===== src/rtl/icache_ctrl.sv =====
// Direct-mapped, read-only instruction cache controller: zero-latency hits,
// blocking single-block refill from instruction memory with a one-cycle MISS pulse.
module icache_ctrl #(
   parameter int ADDR_WIDTH      = 10,
   parameter int INDEX_BITS      = 3,
   parameter int WORDS_PER_BLOCK = 4
) (
   input  logic                                             CLOCK,
   input  logic                                             RESET,
   input  logic                                             READ,
   input  logic [ADDR_WIDTH-1:0]                            ADDRESS,
   output logic [31:0]                                      READDATA,
   output logic                                             BUSYWAIT,
   output logic                                             MISS,
   output logic                                             MEM_READ,
   output logic [ADDR_WIDTH-$clog2(WORDS_PER_BLOCK)-3:0]    MEM_ADDRESS,
   input  logic [32*WORDS_PER_BLOCK-1:0]                    MEM_READDATA,
   input  logic                                             MEM_BUSYWAIT
);

   localparam int WORD_SEL    = $clog2(WORDS_PER_BLOCK);
   localparam int OFFSET_BITS = WORD_SEL + 2;
   localparam int BLK_BITS    = ADDR_WIDTH - OFFSET_BITS;
   localparam int TAG_BITS    = BLK_BITS - INDEX_BITS;
   localparam int LINES       = 1 << INDEX_BITS;
   localparam int LINE_BITS   = 32 * WORDS_PER_BLOCK;

   typedef enum logic [1:0] {S_IDLE, S_MEM_READ, S_UPDATE} state_t;

   state_t                 state_q, state_d;
   logic                   miss_q, miss_d;
   logic                   mem_read_q, mem_read_d;
   logic [BLK_BITS-1:0]    mem_addr_q, mem_addr_d;
   logic [LINE_BITS-1:0]   fill_data_q, fill_data_d;
   logic [LINES-1:0]       valid_q, valid_d;
   logic                   line_we;

   logic [LINE_BITS-1:0]   data_q [LINES];
   logic [TAG_BITS-1:0]    tag_q  [LINES];

   logic [WORD_SEL-1:0]    req_offset;
   logic [INDEX_BITS-1:0]  req_index;
   logic [TAG_BITS-1:0]    req_tag;
   logic [INDEX_BITS-1:0]  fill_index;
   logic [TAG_BITS-1:0]    fill_tag;
   logic                   hit;
   logic                   unused_byte_sel;

   assign req_offset      = ADDRESS[OFFSET_BITS-1:2];
   assign req_index       = ADDRESS[OFFSET_BITS+INDEX_BITS-1:OFFSET_BITS];
   assign req_tag         = ADDRESS[ADDR_WIDTH-1:OFFSET_BITS+INDEX_BITS];
   assign unused_byte_sel = ^ADDRESS[1:0];

   // The latched block address already carries the refill's index and tag.
   assign fill_index = mem_addr_q[INDEX_BITS-1:0];
   assign fill_tag   = mem_addr_q[BLK_BITS-1:INDEX_BITS];

   assign hit      = READ & valid_q[req_index] & (tag_q[req_index] == req_tag);
   assign READDATA = data_q[req_index][32*req_offset +: 32];
   assign BUSYWAIT = (state_q == S_IDLE) ? (READ & ~hit) : 1'b1;

   assign MISS        = miss_q;
   assign MEM_READ    = mem_read_q;
   assign MEM_ADDRESS = mem_addr_q;

   always_comb begin
      // NOTE: every combinational output gets a default first so no path leaves it unassigned (no latch).
      state_d     = state_q;
      miss_d      = 1'b0;
      mem_read_d  = mem_read_q;
      mem_addr_d  = mem_addr_q;
      fill_data_d = fill_data_q;
      valid_d     = valid_q;
      line_we     = 1'b0;
      case (state_q)
         S_IDLE: begin
            if (READ && !hit) begin
               state_d    = S_MEM_READ;
               miss_d     = 1'b1;
               mem_read_d = 1'b1;
               mem_addr_d = ADDRESS[ADDR_WIDTH-1:OFFSET_BITS];
            end
         end
         S_MEM_READ: begin
            if (!MEM_BUSYWAIT) begin
               state_d     = S_UPDATE;
               mem_read_d  = 1'b0;
               fill_data_d = MEM_READDATA;
            end
         end
         S_UPDATE: begin
            state_d             = S_IDLE;
            valid_d[fill_index] = 1'b1;
            line_we             = 1'b1;
         end
         default: state_d = S_IDLE;
      endcase
   end

   // NOTE: sequential state uses non-blocking assignments only.
   always_ff @(posedge CLOCK) begin
      if (RESET) begin
         state_q    <= S_IDLE;
         miss_q     <= 1'b0;
         mem_read_q <= 1'b0;
         mem_addr_q <= '0;
         valid_q    <= '0;
      end else begin
         state_q    <= state_d;
         miss_q     <= miss_d;
         mem_read_q <= mem_read_d;
         mem_addr_q <= mem_addr_d;
         valid_q    <= valid_d;
      end
   end

   // NOTE: data/tag storage has no reset; the valid bits alone make stale contents harmless.
   always_ff @(posedge CLOCK) begin
      fill_data_q <= fill_data_d;
      if (line_we && !RESET) begin
         data_q[fill_index] <= fill_data_q;
         tag_q[fill_index]  <= fill_tag;
      end
   end

endmodule


===== config.mk =====
export PLATFORM = sky130hd
export DESIGN_NAME = icache_ctrl
export DESIGN_NICKNAME = d
export VERILOG_FILES = /design/src/rtl/icache_ctrl.sv
export SDC_FILE = /design/constraint.sdc
export NUM_CORES = 1
export LEC_CHECK = 0
export ABC_CLOCK_PERIOD_IN_PS = 32100
export BUFFER_PORTS_ARGS = -buffer_cell sky130_fd_sc_hd__clkbuf_2
export CAP_MARGIN = 20
export CORE_UTILIZATION = 65
export CTS_CLUSTER_DIAMETER = 40
export CTS_CLUSTER_SIZE = 12
export DETAILED_ROUTE_END_ITERATION = 12
export PLACE_DENSITY = 0.83
export SKIP_LAST_GASP = 1
export SLEW_MARGIN = 20
export SYNTH_ARGS = -nofsm -noshare
export SYNTH_HDL_FRONTEND = slang
export SYNTH_SLANG_ARGS = --single-unit

===== constraint.sdc =====
create_clock -name CLOCK -period 32.1 [get_ports CLOCK]
set_input_delay 6.42 -clock CLOCK [delete_from_list [all_inputs] [get_ports CLOCK]]
set_output_delay 6.42 -clock CLOCK [all_outputs]
set_load 0.05 [all_outputs]

## Word-level counts from Yosys, hierarchy flattened

Memory sizes are Yosys's and may differ from the RTL's.
Cells that the tools add are included.

| storage, ports and cells | value |
|---|---|
| register bits | 146 |
| bits in latches | 0 |
| RAM bits | 1048 |
| ROM bits | 0 |
| bits of input ports | 142 |
| output and inout port bits | 41 |
| logic and storage cells | 51 |
| memories | 2 |

Memories:

| name | words | width | rd ports | clocked after Yosys merged registers in | write ports | line | text |
|---|---|---|---|---|---|---|---|
| data_q | 8 | 128 | 1 | 0 | 1 | 38 | `logic [LINE_BITS-1:0] data_q [LINES];` |
| tag_q | 8 | 3 | 1 | 0 | 1 | 39 | `logic [TAG_BITS-1:0] tag_q [LINES];` |

| cells by class | value |
|---|---|
| add/subtract/negate cells | 0 |
| multiply operators | 0 |
| divide/modulo/power cells | 0 |
| order comparisons | 3 |
| equality and inequality tests | 5 |
| shift-type cells | 1 |
| multiplexer cells | 15 |
| bitwise operators | 7 |
| reduce and logical (&&, ||, !) cells | 12 |

Operators by type and width:

| operator | count |
|---|---|
| $shiftx 128x8->32 | 1 |
| $mux 1 | 9 |
| $lt 3x4->1 const B | 2 |
| $or 8x8->8 | 1 |
| $reduce_and 2->1 | 3 |
| $mux 2 | 2 |
| $pmux 2 s2 | 1 |
| $and 1x1->1 | 3 |
| $bmux 1 s3 | 1 |
| $demux 1 s3 | 1 |
| $eq 3x3->1 | 1 |
| $ge 3x1->1 const B | 1 |
| $logic_and 1x1->1 | 3 |
| $not 1->1 | 3 |
| $reduce_and 3->1 | 1 |
| $eq 2x1->1 const B | 1 |
| $eq 2x2->1 const B | 1 |
| $logic_not 1->1 | 2 |
| $logic_not 2->1 | 1 |
| $ne 2x1->1 const B | 1 |
| $ne 2x2->1 const B | 1 |
| $pmux 1 s2 | 1 |
| $reduce_bool 2->1 | 1 |
| $reduce_or 2->1 | 1 |

## Longest topological paths before layout

Gate-level depths: netlist of run 1.

| logic depth | value |
|---|---|
| word-level depth | 8 |
| depth in mapped cells | 8 |
| depth with buffers taken out | 6 |

## Least setup slack after synthesis of run 1

No wires, ideal clock.

| path | value |
|---|---|
| path type | in2reg |
| start point | input RESET |
| end point | memory data_q[1][0] (netlist bit) (enable) |
| setup time | 0.783 ns |
| arrival time | 15.604 ns |
| data required time | 31.317 ns |
| path slack | 15.713 ns |
| stages | 3 |
| path buffers | 0 |
| cells stage by stage | nor2_1 > nand3_1 > nor3_1 |

| between the ends | value |
|---|---|
| longest elaborated chain between the ends | 4 |

Ends and longest elaborated chain:

| element | line | text |
|---|---|---|
| from (decl) | 9 | `input logic RESET,` |
| $logic_not 1->1 | 120 | `if (line_we && !RESET) begin` |
| $logic_and 1x1->1 | 120 |  |
| $mux 1 | 120 |  |
| $mux 1 (implied by the code) | 121 | `data_q[fill_index] <= fill_data_q;` |
| to (decl) | 38 |  |

No other way between the ends.

## Final worst setup path of run 1

| path | value |
|---|---|
| start point | input ADDRESS[4] |
| end point | output READDATA[21] |

| between the ends | value |
|---|---|
| longest elaborated chain between the ends | 2 |

Ends and longest elaborated chain:

| element | line | text |
|---|---|---|
| from (decl) | 11 | `input logic [ADDR_WIDTH-1:0] ADDRESS,` |
| $mem_v2 8x128 | n/a |  |
| $shiftx 128x8->32 | 59 | `assign READDATA = data_q[req_index][32*req_offset +: 32];` |
| to (decl) | 12 | `output logic [31:0] READDATA,` |

No other way between the ends.

==> impl_metrics.csv, run 1 <==
group,metric,value,unit
floorplan,fp.coreArea,67300,µm²
route,wirelength,99500,µm
clocking,htreeDepth,4,
final_layout,syn2layout_area_growth,13.6,%
floorplan,num_rows,95,
route,dr.pass1.iters,5,
hold_path,worstHoldEndpoint,"valid_q[1]$_SDFFE_PP0N_",
setup_path,crit_fanout,83,
hold_path,hp-start,"valid_q[1]$_SDFFE_PP0N_",
synthesis,postSynthRegisterBits,1194,
synthesis,syn_nets,1846,
route,postRouteAntennaNets,0,
sta,drv_slew,0,
sta,finalClockSkew,22.9,ps
synthesis,synth_cell_type_count,25,
setup_path,r2r_end,"data_q[7][96]$_DFFE_PP_",
power_and_ir_drop,leakage,16.1,nW
placed_design,port_buffers,180,
clocking,cts_inserted_buffers,133,
clocking,cts_setup_buffers,0,
setup_path,slowest_stage,"buf_4",
sta,period_share,53.6,%
setup_path,crit_path_start_kind,"input port",
floorplan,io_pins,183,
final_layout,drive_gt1_share,37.0,%
final_layout,final_util,74.8,%
sta,slew_headroom,20.8,%
setup_path,path_class,"in -> out",
setup_path,path_cells,"buf_8 -> buf_4 -> buf_4 -> mux4_2 -> mux4_2 -> mux2_2 -> clkbuf_2",
setup_path,rr_worst_depth,5,
power_and_ir_drop,p_per_area,66.0,nW/µm²
synthesis,synthCells,1704,
sta,post-route-min-period,17200,ps
global_routing,grt_pass1_vias,21100,
route,vias,19900,
final_layout,n_fill_cell,3332,
setup_path,crit_arrival,10780,ps
synthesis,yosysWarningCount,0,
hold_path,holdPathStages,1,
power_and_ir_drop,ir_drop,0.0000509,V
synthesis,synth_area,44300,µm²
sta,worstMarginPinSlew,1190,ps
route,routed_via_density,6.81,
global_routing,gr-total-overflow,0,
global_routing,grt_max_degree,130,
route,drtIter0Drc,2185,
setup_path,cp.required,25680,ps
global_routing,track_usage,30.1,%
placed_design,gp_congestion,0.768,
setup_path,cp-startpoint,"ADDRESS[4]",
clocking,cts-resized-gates,0,
sta,finalSetupViolCount,0,
sta,final_hold_viol_count,0,
synthesis,synth-seq-area-share,80.6,%
final_layout,multiInputGateArea,8210,µm²
floorplan,die_area,69100,µm²
final_layout,antenna_cells,0,
floorplan,die_x,263,µm
clocking,cts_buffer_depth,3,
route,drt-wirelength-per-cell,34.1,µm
floorplan,die_h,263,µm
final_layout,nets,2110,
clocking,clkTransAtPathRegs,60,ps
setup_path,endpoint_kind,"output port",
setup_path,reg2reg_slack,28750,ps
global_routing,antenna_found_initial,7,
placed_design,dpl.hpwl,47700,µm
final_layout,seqCellArea,35700,µm²
clocking,postCtsHoldBufs,0,
setup_path,r2r_start,"state_q[0]$_SDFFE_PP0P_",
setup_path,crit_buf_inv,4,
hold_path,hold_path_class,"reg -> reg",
setup_path,cp_slowest_stage_delay,900,ps
global_routing,grt_first_pass_wirelength,146000,µm
sta,rsz0062_at_grt,"no",
synthesis,synth.avg_cell_area,26.0,µm²
floorplan,initial_utilization,65.8,%
flow_run,maxCapViolCount,0,
clocking,tritoncts,"done",
clocking,numClockSinks,1194,
sta,setup_tns,0,ps
route,drc,0,
clocking,worstSkewPairLatency,710,ps
sta,max_freq,58.2,MHz
outcome,status,"finished, final reports clean",
clocking,clockRootBuffer,"clkbuf_16",
setup_path,cpLargestDelayFamily,"buffers and inverters",
power by group:
part / leakage (nW) / switching [mW] / internal, mW
clock network: 1.98 / 0.589 / 0.861
logic: 3.41 / 0.0842 / 0.0594
registers: 10.7 / 0.0128 / 1.71
total: 16.1 / 0.686 / 2.63
synthesized netlist by cell type, drive strengths merged:
library cell | instances | area [µm²]
nand3b | 1 | 7.51
nand2 | 15 | 56.3
mux2i | 18 | 180
mux2 | 33 | 372
o41ai | 1 | 16.3
xnor2 | 3 | 26.3
and2 | 1 | 6.26
a21o | 8 | 60.1
nand3 | 1 | 5.00
nand2b | 2 | 12.5
edfxtp | 1176 | 35300
clkbuf | 37 | 139
nor2 | 9 | 33.8
o21a | 2 | 15.0
nor4 | 1 | 6.26
nor3 | 4 | 31.3
inv | 3 | 11.3
or3b | 1 | 8.76
dfxtp | 18 | 360
buf | 45 | 274
mux4 | 325 | 7320
routing by layer:
metal	wire (µm)	share of wire [%]	GRT usage (%)
met5	77	0.077	0
met4	4100	4.1	13.0
met3	8080	8.1	6.00
met2	51900	52	50.0
met1	35400	36	39.5
through the flow:
step	setup slack [ps]	cells	power (mW)	hold slack [ps]	cell area [µm²]
after floorplan	15710	1704	1.85	421	44300
after global placement	14770	2705	1.90	427	46200
after detailed placement	14770	2706	1.90	442	46200
after CTS	14750	2918	3.34	453	50300
after global routing	14490	2918	3.40	476	50300
final	14900	2918	3.32	462	50300
worst max-delay path by stage:
| stage | endpoint | slack, ps | depth (start not counted) |
|---|---|---|---|
| finish | READDATA[21] | 14900 | 7 |
| global route | READDATA[21] | 14490 | 7 |
| CTS | READDATA[20] | 14750 | 7 |
| detailed placement | READDATA[21] | 14770 | 7 |
| global placement | READDATA[21] | 14770 | 7 |
| floorplan | data_q[1][0]$_DFFE_PP_ | 15710 | 3 |
cell families (layout without fill, tap and decap cells):
family | count (synthesis) | after routing | synth area share (%)
AO/OA/AOI/OAI | 11 | 11 | 0.206
XOR/XNOR | 3 | 3 | 0.0594
buffers and inverters | 85 | 426 | 0.958
flip-flops | 1194 | 1194 | 80.6
multiplexers | 376 | 376 | 17.8
AND/OR/NAND/NOR | 35 | 35 | 0.379
flip-flops by register name (all words and copies together), names as in the netlist:
register,flops
MEM_ADDRESS,6
MEM_READ,1
tag_q,24
valid_q,8
data_q,1024
MISS,1
fill_data_q,128
state_q,2
area by class of cell:
cell class                 instances  area share, %
timing repair buffer             211           2.38
clock buffer                     163           7.14
multi-input combinational        425           16.3
clock inverter                    49           1.02
tap                              873           2.17
sequential                      1194           70.9
inverter                           3         0.0323
layout by cell type (no fill, tap or decap), types with 6 or more instances in the layout:
cell,synthesis,routed
buf_4,11,30
clkinv_2,0,9
dfxtp_1,18,18
bufinv_16,0,9
mux4_2,325,325
inv_6,0,7
mux2_2,33,33
nor2_4,0,6
nand2_1,15,15
edfxtp_1,1176,1176
clkbuf_16,0,140
clkbuf_2,0,176
mux2i_1,18,18
clkinv_1,0,14
a21o_1,8,8
clkbuf_1,37,23
clkinvlp_4,0,8
Power figures use the tool's default switching activity.
==> run 2: changes to the inputs <==
--- a/config.mk
+++ b/config.mk
@@ -5,14 +5,15 @@
 export SDC_FILE = /design/constraint.sdc
 export NUM_CORES = 1
 export LEC_CHECK = 0
-export ABC_CLOCK_PERIOD_IN_PS = 32100
+export ABC_AREA = 1
+export ABC_CLOCK_PERIOD_IN_PS = 13860
 export BUFFER_PORTS_ARGS = -buffer_cell sky130_fd_sc_hd__clkbuf_2
 export CAP_MARGIN = 20
-export CORE_UTILIZATION = 65
+export CORE_UTILIZATION = 55
 export CTS_CLUSTER_DIAMETER = 40
 export CTS_CLUSTER_SIZE = 12
 export DETAILED_ROUTE_END_ITERATION = 12
-export PLACE_DENSITY = 0.83
+export PLACE_DENSITY = 0.75
 export SKIP_LAST_GASP = 1
 export SLEW_MARGIN = 20
 export SYNTH_ARGS = -nofsm -noshare
==> constraint.sdc (replaced) <==
create_clock -name CLOCK -period 13.86 [get_ports CLOCK]
set_input_delay 2.772 -clock CLOCK [delete_from_list [all_inputs] [get_ports CLOCK]]
set_output_delay 2.772 -clock CLOCK [all_outputs]
set_load 0.05 [all_outputs]
==> impl_metrics.csv, run 2 <==
group,metric,value,unit
floorplan,die_x,290,µm
floorplan,fp.coreArea,82000,µm²
route,drtIter0Drc,3308,
setup_path,crit_arrival,6560,ps
final_layout,drive_gt1_share,13.2,%
floorplan,die_h,290,µm
final_layout,final_cell_mix,"edfxtp_1 (1176), nor2_1 (590), o21ai_0 (537), o221ai_1 (200), clkbuf_2 (177)",
clocking,tritoncts,"done",
global_routing,grt_pass1_vias,26500,
final_layout,seqCellArea,35700,µm²
power_and_ir_drop,ir_drop,0.000112,V
sta,slew_headroom,3.13,%
clocking,cts-resized-gates,0,
route,drt-wirelength-per-cell,24.6,µm
floorplan,die_area,83900,µm²
route,wirelength,109000,µm
clocking,htreeDepth,4,
final_layout,largest_reg_flops,1024,
sta,setup_tns,0,ps
global_routing,grt_first_pass_wirelength,161000,µm
clocking,cts_setup_buffers,0,
power_and_ir_drop,internal_power,6.19,mW
sta,max_freq,107,MHz
clocking,worstSkewPairLatency,710,ps
route,drc,0,
final_layout,multiInputGateArea,8570,µm²
power_and_ir_drop,switching_share,21.8,%
route,maxUsedRoutingLayer,"met5",
final_layout,reg.largest.list,"data_q (1024), fill_data_q (128), tag_q (24)",
route,route.met2.wl,52500,µm
final_layout,antenna_cells,0,
outcome,status,"finished, final reports clean",
floorplan,num_rows,105,
synthesis,synthFlopType,"edfxtp_1",
clocking,cts_inserted_buffers,140,
synthesis,synthCells,3146,
hold_path,hold_path_class,"reg -> reg",
synthesis,synth_edf_count,1176,
floorplan,io_pins,183,
synthesis,yosysWarningCount,0,
flow_run,maxCapViolCount,0,
final_layout,final_common_cell,"edfxtp_1",
power_and_ir_drop,pwr-share-seq,50.8,%
synthesis,synth-seq-area-share,78.4,%
setup_path,crit_fanout,107,
final_layout,n_fill_cell,5690,
sta,period_share,67.3,%
sta,finalSetupViolCount,0,
clocking,numClockSinks,1194,
floorplan,initial_utilization,55.5,%
final_layout,nets,3420,
route,wl_met3,10100,µm
setup_path,path_class,"in -> out",
sta,rsz0062_at_grt,"no",
sta,finalClockSkew,19.4,ps
power_and_ir_drop,clockPowerShare,44.1,%
synthesis,postSynthRegisterBits,1194,
clocking,clkTransAtPathRegs,50,ps
route,dr.pass1.iters,6,
placed_design,dpl.hpwl,54000,µm
global_routing,antenna_found_initial,4,
setup_path,cp.required,11090,ps
synthesis,ys_top_cells_by_count,"edfxtp_1 (1176), nor2_1 (599), o21ai_0 (537)",
clocking,cts_buffer_depth,3,
power_and_ir_drop,total_power,7.91,mW
placed_design,gp_congestion,0.763,
sta,post-route-min-period,9330,ps
synthesis,synth_top_cell_area_share,77.6,%
placed_design,port_buffers,180,
sta,worstMarginPinSlew,1450,ps
synthesis,synth_most_common_cell,"edfxtp_1",
setup_path,endpoint_kind,"output port",
route,routed_via_density,6.21,
synthesis,async_flop_share,0,%
power_and_ir_drop,leakage,16.7,nW
setup_path,crit_path_start_kind,"input port",
power_and_ir_drop,combPwrFrac,5.1,%
final_layout,regMostFlops,"data_q",
sta,final_hold_viol_count,0,
route,postRouteAntennaNets,0,
global_routing,track_usage,26.1,%
synthesis,synth.avg_cell_area,14.5,µm²
global_routing,gr-total-overflow,0,
synthesis,synth_area,45500,µm²
route,vias,27500,
clocking,clockRootBuffer,"clkbuf_16",
power_and_ir_drop,switchingPower,1.72,mW
route,wl_met1,42600,µm
synthesis,netlist_top_cells_area,"edfxtp_1 (78%), o21ai_0 (5.9%), nor2_1 (4.9%)",
final_layout,syn2layout_area_growth,13.1,%
power_and_ir_drop,p_per_area,154,nW/µm²
sta,drv_slew,0,
global_routing,grt_max_degree,211,
synthesis,syn_nets,3288,
synthesis,yosys.area.top_type,"edfxtp_1",
clocking,postCtsHoldBufs,0,
synthesis,synth_cell_type_count,26,
==> run 2: changes by cell type after synthesis, moves of 31 or more <==
cell / change
o221ai_1: +200
clkbuf_1: +97
inv_1: +43
o21ai_1: +31
nor2_1: +590
mux4_2: -325
o22ai_1: +60
o21ai_0: +537
nand3_1: +91
mux2_2: -33
nand2_1: +67
==> run 2: area by class of cell <==
cell class | instances | share of cell area [%]
tap | 1070 | 2.60
inverter | 49 | 0.389
clock buffer | 161 | 7.21
multi-input combinational | 1677 | 16.7
timing repair buffer | 216 | 2.44
clock inverter | 66 | 1.36
sequential | 1194 | 69.3
==> run 2: logic make-up after synthesis <==
| kind of cell | synth area share, % |
|---|---|
| buffers and inverters | 2.90 |
| and+or+nand+nor | 6.81 |
| AOI/OAI and AO/OA | 11.9 |
| DFF | 78.4 |
==> run 2: critical path, cell delays in order <==
cell and delay, ps:
buf_8 460, buf_4 810, buf_4 810, o21ai_0 290, o221ai_1 280, nand3_1 150
a21oi_1 410, clkbuf_2 360
==> run 2: worst paths after layout <==
| kind | from | endpoint | slack (ps) | cells past startpoint |
|---|---|---|---|---|
| setup / recovery | ADDRESS[4] | READDATA[31] | 4530 | 8 |
| setup reg to reg | state_q[1]$_SDFFE_PP0P_ | data_q[4][90]$_DFFE_PP_ | 9890 | 6 |
| hold / removal | valid_q[7]$_SDFFE_PP0N_ | valid_q[7]$_SDFFE_PP0N_ | 460 | 2 |
| hold reg to reg | valid_q[7]$_SDFFE_PP0N_ | valid_q[7]$_SDFFE_PP0N_ | 460 | 2 |
==> run 2: per-layer routing <==
layer,track usage (%),vias to the layer above
met5,0,-
li1,-,12200
met1,36.1,13500
met4,11.2,4
met3,4.59,236
met2,41.3,1497
==> run 2: stage by stage <==
stage | area (µm²) | setup slack (ps) | utilization (%) | hold slack (ps) | instances
2_1_floorplan | 45500 | 4600 | - | 429 | 3146
3_3_place_gp | 47000 | 4750 | 57.4 | 440 | 4206
3_5_place_dp | 47000 | 4630 | 57.4 | 446 | 4206
4_1_cts | 51400 | 4600 | 62.8 | 459 | 4433
5_1_grt | 51400 | 4360 | 62.8 | 472 | 4433
6_report | 51400 | 4530 | 62.8 | 459 | 4433
==> run 2: power by group through the flow <==
stage               Clock, mW  Combinational, mW  Sequential, mW
floorplan                   0              0.253            4.09
global placement            0              0.394            4.09
detailed placement          0              0.400            4.09
CTS                      3.53              0.403            4.02
global route             3.67              0.434            4.02
finish                   3.49              0.406            4.02
